`config.mk`:
```
export PLATFORM = sky130hd
export DESIGN_NAME = sprite_color_mapper
export DESIGN_NICKNAME = d
export VERILOG_FILES = /design/src/rtl/sprite_pkg.sv /design/src/rtl/sprite_hit_test.sv /design/src/rtl/sprite_color_mapper.sv
export SDC_FILE = /design/constraint.sdc
export NUM_CORES = 1
export LEC_CHECK = 0
export CAP_MARGIN = 20
export CORE_ASPECT_RATIO = 1.5
export CORE_MARGIN = 3
export CORE_UTILIZATION = 51
export CTS_CLUSTER_DIAMETER = 150
export DETAILED_ROUTE_END_ITERATION = 12
export GPL_TIMING_DRIVEN = 0
export HOLD_SLACK_MARGIN = 0.12
export PLACE_DENSITY = 0.89
export SLEW_MARGIN = 20
export SYNTH_ARGS = -nofsm -noshare
export SYNTH_HDL_FRONTEND = slang
export SYNTH_SLANG_ARGS = --single-unit
```
`constraint.sdc`:
```
create_clock -name Clk -period 4.7 [get_ports Clk]
set_input_delay 0.47 -clock Clk [delete_from_list [all_inputs] [get_ports Clk]]
set_output_delay 0.47 -clock Clk [all_outputs]
set_load 0.1 [all_outputs]
```
`src/rtl/sprite_pkg.sv`:
```
// Shared types and default colours for the multi-sprite colour mapper.
package sprite_pkg;

  typedef enum logic [1:0] {
    DIR_UP    = 2'd0,
    DIR_RIGHT = 2'd1,
    DIR_LEFT  = 2'd2,
    DIR_DOWN  = 2'd3
  } dir_t;

  typedef logic [23:0] rgb_t;

  localparam rgb_t DEF_KEY_COLOR = 24'hFF0000;
  localparam rgb_t DEF_BG_COLOR  = 24'hFFFFFF;

  typedef struct packed {
    logic [9:0] x;
    logic [9:0] y;
    dir_t       dir;
    logic       en;
  } sprite_state_t;

endpackage

```
`src/rtl/sprite_hit_test.sv`:
```
// Combinational hit test of one sprite against the current pixel.
// Produces the local pixel offset and passes the orientation through for addressing.
module sprite_hit_test
  import sprite_pkg::*;
#(
  parameter int SPR_W = 32,
  parameter int SPR_H = 32
) (
  input  logic [9:0]                draw_x,
  input  logic [9:0]                draw_y,
  input  sprite_state_t             spr,
  output logic                      hit,
  output logic [$clog2(SPR_W)-1:0]  off_x,
  output logic [$clog2(SPR_H)-1:0]  off_y,
  output dir_t                      dir
);

  localparam int XW = $clog2(SPR_W);
  localparam int YW = $clog2(SPR_H);

  logic [10:0] px_s;
  logic [10:0] py_s;
  logic [10:0] x0_s;
  logic [10:0] y0_s;

  // 11-bit compares keep sprites near the right/bottom edge from wrapping to 0
  assign px_s = {1'b0, draw_x};
  assign py_s = {1'b0, draw_y};
  assign x0_s = {1'b0, spr.x};
  assign y0_s = {1'b0, spr.y};

  assign hit = spr.en
             && (px_s >= x0_s) && (px_s < (x0_s + 11'(SPR_W)))
             && (py_s >= y0_s) && (py_s < (y0_s + 11'(SPR_H)));

  assign off_x = draw_x[XW-1:0] - spr.x[XW-1:0];
  assign off_y = draw_y[YW-1:0] - spr.y[YW-1:0];
  assign dir   = spr.dir;

endmodule

```
`src/rtl/sprite_color_mapper.sv`:
```
// Pipelined multi-sprite pixel colour generator: shadowed sprite state, priority
// hit selection, ROM fetch, colour keying and per-frame overlap reporting.
module sprite_color_mapper
  import sprite_pkg::*;
#(
  parameter int   NUM_SPRITES = 4,
  parameter int   SPR_W       = 32,
  parameter int   SPR_H       = 32,
  parameter rgb_t KEY_COLOR   = DEF_KEY_COLOR,
  parameter rgb_t BG_COLOR    = DEF_BG_COLOR,
  parameter int   ROM_AW      = 2 + $clog2(SPR_W * SPR_H)
) (
  input  logic                         Clk,
  input  logic                         Reset,
  input  logic                         frame_start,
  input  logic [9:0]                   DrawX,
  input  logic [9:0]                   DrawY,
  input  logic                         draw_valid,
  input  logic [NUM_SPRITES-1:0][9:0]  spr_x,
  input  logic [NUM_SPRITES-1:0][9:0]  spr_y,
  input  logic [NUM_SPRITES-1:0][1:0]  spr_dir,
  input  logic [NUM_SPRITES-1:0]       spr_en,
  output logic [ROM_AW-1:0]            rom_addr,
  input  logic [23:0]                  rom_data,
  output logic [7:0]                   VGA_R,
  output logic [7:0]                   VGA_G,
  output logic [7:0]                   VGA_B,
  output logic                         pix_valid,
  output logic                         collision
);

  localparam int XW  = $clog2(SPR_W);
  localparam int YW  = $clog2(SPR_H);
  localparam int PIX = SPR_W * SPR_H;

  sprite_state_t           shadow_r [NUM_SPRITES];
  logic [NUM_SPRITES-1:0]  hit_s;
  logic [XW-1:0]           off_x_s  [NUM_SPRITES];
  logic [YW-1:0]           off_y_s  [NUM_SPRITES];
  dir_t                    dir_s    [NUM_SPRITES];
  logic [ROM_AW-1:0]       addr_s   [NUM_SPRITES];

  logic                    sel_hit_s;
  logic                    multi_s;
  logic [ROM_AW-1:0]       sel_addr_s;
  logic                    s1_hit_r, s1_valid_r;
  logic                    s2_hit_r, s2_valid_r;
  logic                    overlap_r;
  rgb_t                    color_s;

  // Sprite state is captured once per frame so nothing moves mid-frame
  always_ff @(posedge Clk or posedge Reset) begin
    if (Reset) begin
      for (int i = 0; i < NUM_SPRITES; i++) shadow_r[i] <= '0;
    end else if (frame_start) begin
      for (int i = 0; i < NUM_SPRITES; i++)
        shadow_r[i] <= '{x: spr_x[i], y: spr_y[i], dir: dir_t'(spr_dir[i]), en: spr_en[i]};
    end
  end

  for (genvar g = 0; g < NUM_SPRITES; g++) begin : g_spr
    sprite_hit_test #(.SPR_W(SPR_W), .SPR_H(SPR_H)) u_hit (
      .draw_x (DrawX),
      .draw_y (DrawY),
      .spr    (shadow_r[g]),
      .hit    (hit_s[g]),
      .off_x  (off_x_s[g]),
      .off_y  (off_y_s[g]),
      .dir    (dir_s[g])
    );
    assign addr_s[g] = (ROM_AW'(dir_s[g]) * ROM_AW'(PIX))
                     + (ROM_AW'(off_y_s[g]) << XW)
                     + ROM_AW'(off_x_s[g]);
  end

  // Lowest index wins; any further hit on the same pixel marks an overlap
  always_comb begin
    sel_hit_s  = 1'b0;
    multi_s    = 1'b0;
    sel_addr_s = '0;
    for (int i = 0; i < NUM_SPRITES; i++) begin
      if (hit_s[i] && sel_hit_s) begin
        multi_s = 1'b1;
      end else if (hit_s[i]) begin
        sel_hit_s  = 1'b1;
        sel_addr_s = addr_s[i];
      end else begin
        multi_s = multi_s;
      end
    end
  end

  // S1/S2: ROM address issue and hit/valid alignment with the ROM latency
  always_ff @(posedge Clk or posedge Reset) begin
    if (Reset) begin
      rom_addr   <= '0;
      s1_hit_r   <= 1'b0;
      s1_valid_r <= 1'b0;
      s2_hit_r   <= 1'b0;
      s2_valid_r <= 1'b0;
    end else begin
      rom_addr   <= sel_addr_s;
      s1_hit_r   <= sel_hit_s;
      s1_valid_r <= draw_valid;
      s2_hit_r   <= s1_hit_r;
      s2_valid_r <= s1_valid_r;
    end
  end

  // A transparent winner shows background, never a lower-priority sprite
  always_comb begin
    color_s = '0;
    if (!s2_valid_r) begin
      color_s = '0;
    end else if (s2_hit_r && (rom_data != KEY_COLOR)) begin
      color_s = rom_data;
    end else begin
      color_s = BG_COLOR;
    end
  end

  // S3: registered colour outputs
  always_ff @(posedge Clk or posedge Reset) begin
    if (Reset) begin
      VGA_R     <= 8'd0;
      VGA_G     <= 8'd0;
      VGA_B     <= 8'd0;
      pix_valid <= 1'b0;
    end else begin
      VGA_R     <= color_s[23:16];
      VGA_G     <= color_s[15:8];
      VGA_B     <= color_s[7:0];
      pix_valid <= s2_valid_r;
    end
  end

  // An overlap seen on the frame_start cycle belongs to the frame that begins
  always_ff @(posedge Clk or posedge Reset) begin
    if (Reset) begin
      overlap_r <= 1'b0;
      collision <= 1'b0;
    end else if (frame_start) begin
      collision <= overlap_r;
      overlap_r <= draw_valid & multi_s;
    end else if (draw_valid && multi_s) begin
      overlap_r <= 1'b1;
    end
  end

endmodule

```
## Word level (Yosys, flattened, before mapping)

Cells that the tools add are included.

- Add/subtract/negate cells: 24
- Reductions and logical operators: 22
- Multipliers: 0
- Shifts and indexed selects: 0
- Bitwise gates (word level): 1
- Multiplexer cells: 21
- Equal/unequal tests: 1
- Order comparisons: 16
- Divide/modulo/power cells: 0

Operator list:

| cell | number |
|---|---|
| 10-bit by 6-bit adder with 11-bit output, second input constant | 8 |
| 10-bit by 11-bit less-than comparator with 1-bit output | 8 |
| 12-bit 2-to-1 mux | 7 |
| 10-bit >= comparator | 8 |
| 12-bit by 10-bit adder with 12-bit output | 4 |
| 12-bit by 5-bit adder with 12-bit output | 4 |
| 24-bit 2-to-1 mux | 2 |
| 5-bit subtractor | 8 |
| 24-bit != test, second input constant | 1 |
| 1-bit logical AND | 21 |
| 1-bit 2-to-1 mux | 12 |
| 2-bit nonzero test | 1 |
| 1-bit AND | 1 |

- Flip-flop bits (word level): 135
- Input port bits: 140
- Word-level logic and storage cells: 112
- Memory bits (read-only): 0
- RAM bits: 0
- Memories kept: 0
- Output and inout bits: 38
- Latch bits: 0

## Longest topological paths before layout

Gate-level depths: netlist of run 1.

- Depth in word-level cells: 15
- Mapped depth: 13
- Mapped depth without buffers: 12

## Modules after synthesis

Synthesis of run 1 repeated with hierarchy kept, for this count alone.

- Cell total of the unflattened synthesis: 915
- Area total of the unflattened synthesis: 9,372.7 sq um

Modules (own cells, without submodules):

| module | sequential area each (sq um) | cells an instance | times used | area each (sq um) |
|---|---|---|---|---|
| sprite_color_mapper | 3,378.2 | 359 | 1 | 5,212.5 |
| sprite_hit_test at g_spr[3].u_hit | 0.0 | 144 | 1 | 1,069.8 |
| sprite_hit_test at g_spr[0].u_hit | 0.0 | 134 | 1 | 1,033.5 |
| sprite_hit_test at g_spr[1].u_hit | 0.0 | 138 | 1 | 1,028.5 |
| sprite_hit_test at g_spr[2].u_hit | 0.0 | 140 | 1 | 1,028.5 |

## Worst setup path before layout of run 1

No wires, ideal clock.

- Path kind: input port to flip-flop
- Start point: input port DrawX[0]
- End point: register rom_addr[7]
- Setup time: 0.126 ns
- Stages: 12
- Arrival time: 2.796 ns
- Data required time: 4.574 ns
- Setup slack: 1.778 ns
- Path buffers: 1
- Cells stage by stage: inv_1 > ha_1 > fa_1 > a21boi_0 > o21ai_0 > a31oi_1 > a2111oi_0 > nand4_1 > nand2b_1 > buf_2 > o22ai_1 > a221o_1

- Longest elaborated chain between the ends: 12
- Elaborated cells on any way between the ends: 47
- Those cells by class: 8 x add/sub; 8 x order compare; 12 x mux; 19 x reduce/logical

Ends and longest elaborated chain:

| item | RTL line | text |
|---|---|---|
| from (decl) | sprite_color_mapper.sv:16 | `input logic [9:0] DrawX,` |
| branches (longest 11 deep; another with 12-bit by 5-bit adder with 12-bit output) | n/a |  |
| 12-bit 2-to-1 mux (*) | sprite_color_mapper.sv:82 | `if (hit_s[i] && sel_hit_s) begin` |
| via sel_addr_s[7] | sprite_color_mapper.sv:45 | `logic [ROM_AW-1:0] sel_addr_s;` |
| to (signal assigned) | sprite_color_mapper.sv:102 | `rom_addr <= sel_addr_s;` |
| to (decl) | sprite_color_mapper.sv:23 | `output logic [ROM_AW-1:0] rom_addr,` |

Mark *: on every way through the listed nets, which the timed path passes.
A chain may end at the register's enable or synchronous reset.

## Final worst setup path of run 1

- Start point: input port DrawX[1]
- End point: register rom_addr[11]

The elaborated chain is that of the path after synthesis.

==> results.cfg, run 1 <==
[run_status]
status = finished clean

[synthesis]
synthCells = 951
synth_edf_count = 0
yosys-top-cells-area = dfrtp_1 (38%), ha_1 (18%), o21ai_0 (5.7%)
ys_ff_latch = 135
synth_cell_types = 64
ys_warn_count = 0
post-synth-top-count-cell = dfrtp_1
netlist_area_mm2 = 0.00901
synth_area_per_cell_um2 = 9.47
dominantRegCellSynth = dfrtp_1
ys_seq_area_share_pct = 37.5
synthArstFlopShare_pct = 100
synth.top_cell.area_share_pct = 37.5
netlist_top_cells_count = dfrtp_1 (135), ha_1 (128), inv_1 (105)
synth_nets = 1227
yosysTopAreaCell = dfrtp_1

[timing]
finalSetupViolations = 0
hold_slack_ps = 351
period_needed_ps = 4080
slew_viol_final = 0
rsz0062_at_grt = false
fin_crit_sh_pct = 86.8
max_freq_mhz = 245
hold_viol = 0
fin_skew_ps = 12.7
max_slew_margin_pct = 33.1
worst_pin_slew_ps = 1000
finalSetupTns_ps = 0

[global_routing]
grt_usage_pct = 28.3
grt_max_degree = 88
gr-total-overflow = 0
grt_pass1_vias = 8303
antenna_found_initial = 0
grt_pass1_wl_um = 42300

[clock_network]
clkSlewWorstSetupHoldPaths_ps = 70
cts_max_level = 4
clock-sinks = 135
numCtsBuffers = 17
tritoncts = built
cts_resized = 0
hold_buffers = 0
post_cts_buffers = 0
clkLatencyLatePin_ps = 430
root_buffer = clkbuf_16
clockBufferDepth = 2

[drt]
drtIter0Drc = 516
drc = 0
wirelength_um = 27200
vias_per_cell = 5.91
wl_per_cell_um = 19.9
ant_nets = 0
vias = 8091
first_pass_iters = 5

[placed_design]
dpl_cell_area_mm2 = 0.0111
globalplace.congestion = 0.930
io_buffers = 176
hpwl_um = 20800

[final_layout]
syn_to_final_growth_pct = 29.6
utilization_pct = 68.5
n_antenna_cell = 0
layout.nets = 1423
fin_area_mm2 = 0.0117
drive_above_1_share_pct = 6.03

[floorplanning]
placementRows = 58
fp.dieW_um = 115
die_h_um = 169
initial_core_util_pct = 52.8
dieArea_mm2 = 0.0193
io-pin-count = 178
core-area_mm2 = 0.0171

[setup_path]
rr_endpoint = rom_addr[11]
required_ps = 5020
cp-start-kind = input pin
reg2reg_from = shadow_r[59]
crit_path_start = DrawX[1]
cp.arrival_ps = 4400
timing_worst_setup_path_type = in2reg
crit_fanout = 10
r2r_slack_ps = 1010
end_kind = flip-flop
reg2reg_depth = 11

[run]
maxCapViolations = 0

[power]
vdd_drop_max_mv = 0.318
pwr_density_cell_mw_per_mm2 = 339
p_leak_nw = 5.33

[min_path]
whs_path_depth = 0
hold_class = reg2reg
worstHoldStart = s1_hit_r
whs_endpoint = s2_hit_r
-- worst max-delay path, stage by stage --
cell and delay [ps]:
clkdlybuf4s50_1 690, inv_1 210, fa_1 520, a21boi_0 160, o21ai_0 200, a31oi_1 140
a2111oi_0 390, nand4_1 540, nand2b_1 260, buf_2 290, o22ai_1 170, a221o_1 330
-- cell type report --
type,instances,area [um^2]
inverters,105,402
well taps,210,263
plain buffers,28,129
repair buffers,177,1790
multi-input cells,683,5110
fillers,1295,5380
clock buffers,17,425
clock inverters,15,185
flip-flops and latches,135,3380
-- per-layer routing --
layer	GRT usage [%]	up-vias	part of all wire (%)
met5	0	-	0
met3	4.29	106	6.2
li1	-	3771	-
met2	50.5	340	51
met4	14.9	0	5.3
met1	32.0	3874	37
-- placed cells by master (no fill, tap or decap), types with 10 or more instances in the layout --
| master | n |
|---|---|
| clkbuf_1 | 24 |
| nor2b_1 | 11 |
| o21ai_0 | 103 |
| ha_1 | 128 |
| nand3_1 | 26 |
| clkdlybuf4s50_1 | 176 |
| a21oi_1 | 34 |
| nand2_1 | 93 |
| dfrtp_1 | 135 |
| clkbuf_16 | 17 |
| o21a_1 | 35 |
| nor3_1 | 12 |
| xnor2_1 | 32 |
| nor2_1 | 33 |
| inv_1 | 104 |
| mux2_2 | 17 |
| o22ai_1 | 10 |
| a211oi_1 | 10 |
-- worst max-delay path by stage --
stage,end,slack (ps)
6_report,rom_addr[11],620
5_1_grt,rom_addr[11],320
4_1_cts,rom_addr[11],650
3_5_place_dp,rom_addr[11],200
3_3_place_gp,shadow_r[23],-1210
2_1_floorplan,VGA_B[0],620
-- cell families after synthesis --
group,after synthesis,synth area share [%]
multiplexers,17,2.12
AND/OR/NAND/NOR,222,11.8
adder cells (fa/ha/maj),136,19.6
AO/OA/AOI/OAI,267,19.2
flip-flops,135,37.5
buffers and inverters,133,5.81
XOR/XNOR,41,3.99
-- where the power goes --
group / switching, mW / internal (mW) / total, mW
Sequential: 0.0615 / 1.27 / 1.33
Clock: 0.640 / 0.720 / 1.36
Combinational: 0.777 / 0.491 / 1.27
-- through the flow --
step	cells	setup WS [ps]	power, mW
floorplan	951	619	2.17
global placement	1337	-1210	2.55
detailed placement	1338	204	2.60
CTS	1370	646	3.96
global route	1370	321	4.13
finish	1370	619	3.96
-- sequential cells by signal (all words and copies together), names as in the netlist --
register and count:
VGA_B 8, VGA_G 8, VGA_R 8, collision 1
overlap_r 1, pix_valid 1, rom_addr 12, s1_hit_r 1
s1_valid_r 1, s2_hit_r 1, s2_valid_r 1, shadow_r 92
Power figures use the tool's default switching activity.
==> run 2, diff against run 1 <==
--- a/config.mk
+++ b/config.mk
@@ -12,7 +12,6 @@
 export CTS_CLUSTER_DIAMETER = 150
 export DETAILED_ROUTE_END_ITERATION = 12
 export GPL_TIMING_DRIVEN = 0
-export HOLD_SLACK_MARGIN = 0.12
 export PLACE_DENSITY = 0.89
 export SLEW_MARGIN = 20
 export SYNTH_ARGS = -nofsm -noshare
==> results of run 2 <==
No change in the layout: final DEF, timing and power equal those of run 1.
==> run 3, diff against run 2 <==
--- a/config.mk
+++ b/config.mk
@@ -8,11 +8,11 @@
 export CAP_MARGIN = 20
 export CORE_ASPECT_RATIO = 1.5
 export CORE_MARGIN = 3
-export CORE_UTILIZATION = 51
+export CORE_UTILIZATION = 53
 export CTS_CLUSTER_DIAMETER = 150
 export DETAILED_ROUTE_END_ITERATION = 12
 export GPL_TIMING_DRIVEN = 0
-export PLACE_DENSITY = 0.89
+export PLACE_DENSITY = 0.92
 export SLEW_MARGIN = 20
 export SYNTH_ARGS = -nofsm -noshare
 export SYNTH_HDL_FRONTEND = slang
==> constraint.sdc (replaced) <==
create_clock -name Clk -period 4.1 [get_ports Clk]
set_input_delay 0.41 -clock Clk [delete_from_list [all_inputs] [get_ports Clk]]
set_output_delay 0.41 -clock Clk [all_outputs]
set_load 0.1 [all_outputs]
==> run 3 against run 2 <==
Die area decreased by 3.6%. Highest routed layer unchanged. Combinational power increased by 14%. Register-to-register slack lost 170 ps. Power increased by 17%. Flip-flop and latch count unchanged. First-iteration DRC count grew 11%. Count of clock-buffer cells in the layout unchanged. Cell count is essentially flat. Sequential power is 14% higher. Global-route usage is 1.0 points higher. Final area grew 0.32%. Non-clock buffer count increased by 3.
==> results.cfg, run 3 (synthesis gave the netlist of run 1 again) <==
[setup_path]
timing_worst_setup_path_type = in2reg
required_ps = 4450
cp-start-kind = input pin
crit_fanout = 10
end_kind = flip-flop
r2r_slack_ps = 840
cp.arrival_ps = 3890

[final_layout]
n_antenna_cell = 0
seq_area_mm2 = 0.00338
drive_above_1_share_pct = 6.28
regMostFlops = shadow_r
layout_common_cells = clkdlybuf4s50_1 (176), dfrtp_1 (135), ha_1 (128)
multi_input_comb_area_mm2 = 0.00511
largestRegisters = shadow_r (92), rom_addr (12)
largest_reg_flops = 92
syn_to_final_growth_pct = 30.1
layout.nets = 1426
layoutNonFillerInstCount = 1369
mostFrequentLayoutCell = clkdlybuf4s50_1
fill_cells = 1224

[clock_network]
hold_buffers = 0
clkSlewWorstSetupHoldPaths_ps = 70
clockBufferDepth = 2
clkLatencyLatePin_ps = 430
tritoncts = built
cts_max_level = 4
root_buffer = clkbuf_16
clock-sinks = 135
numCtsBuffers = 17

[min_path]
hold_class = in2async

[global_routing]
grt_pass1_vias = 8704
grt_max_degree = 101
grt_pass1_wl_um = 43500
grt_usage_pct = 29.3
antenna_found_initial = 0
gr-total-overflow = 0

[timing]
period_needed_ps = 3540
hold_viol = 0
max_slew_margin_pct = 33.8
max_freq_mhz = 282
worst_pin_slew_ps = 990
rsz0062_at_grt = false
finalSetupViolations = 0
slew_viol_final = 0
fin_crit_sh_pct = 86.4
setup_slack_ps = 560
fin_skew_ps = 16.0

[drt]
wirelength_um = 26900
vias = 8123
wl_per_cell_um = 19.7
ant_nets = 0
drc = 0
vias_per_cell = 5.93
first_pass_iters = 5
drtIter0Drc = 573

[floorplanning]
io-pin-count = 178
initial_core_util_pct = 54.9
fp.dieW_um = 112
core-area_mm2 = 0.0164
dieArea_mm2 = 0.0186
die_h_um = 166
placementRows = 57

[placed_design]
globalplace.congestion = 0.977
placed_cells = 1334
dp_slack_ps = -192
io_buffers = 176
hpwl_um = 20400

[run_status]
status = finished clean

[power]
p_leak_nw = 5.36
pwr_density_cell_mw_per_mm2 = 396
power_mw = 4.64
vdd_drop_max_mv = 0.244

[run]
maxCapViolations = 0
[run 3: final cells by class]
class | count | share of cell area [%]
repair buffers | 180 | 15.5
inverters | 105 | 3.43
plain buffers | 28 | 1.10
well taps | 206 | 2.20
flip-flops and latches | 135 | 28.8
clock buffers | 17 | 3.63
multi-input cells | 683 | 43.6
clock inverters | 15 | 1.75
[run 3: metrics by stage]
stage / setup TNS, ps / instance area, um^2 / hold WS [ps] / util, %
floorplan: 0 / 9010 / 331 / -
global placement: -233350 / 11000 / 333 / 67.2
detailed placement: -1610 / 11100 / 336 / 67.4
CTS: 0 / 11700 / 353 / 71.3
global route: 0 / 11700 / 356 / 71.4
finish: 0 / 11700 / 350 / 71.4
[run 3: repair_timing]
item                                    in CTS  in global routing
endpoints found under the hold margin        0                  0
gates resized for setup                      0                  0
endpoints found under the setup margin       0                 11
buffers inserted                             0                  3
[run 3: path summary, 6_finish.rpt]
path,startpoint,to,depth (start not counted)
max in group asynchronous,Reset,shadow_r[40],3
setup reg to reg,shadow_r[8],rom_addr[9],12
hold reg to reg,s1_hit_r,s2_hit_r,0
hold / removal,Reset,shadow_r[31],2
setup / recovery,DrawY[1],rom_addr[9],12
min in group Clk,s1_hit_r,s2_hit_r,0
[run 3: report_power, final]
part,switching (mW),internal (mW)
registers,0.0696,1.46
clock network,0.721,0.937
logic,0.888,0.567
[run 3: per-layer routing]
metal | track usage, % | routed length, um
met5 | 0 | 0
met4 | 19.3 | 1840
met3 | 5.51 | 1670
met2 | 50.4 | 13500
met1 | 32.7 | 9910
[run 3: worst max-delay path, stage by stage]
cell             delay [ps]
clkdlybuf4s50_1         690
inv_1                   210
fa_1                    490
nand2b_1                170
a21oi_1                 240
nor2_1                  120
o211ai_1                310
nand4b_1                320
nand2b_1                290
buf_2                   210
o221ai_1                210
a22o_1                  220
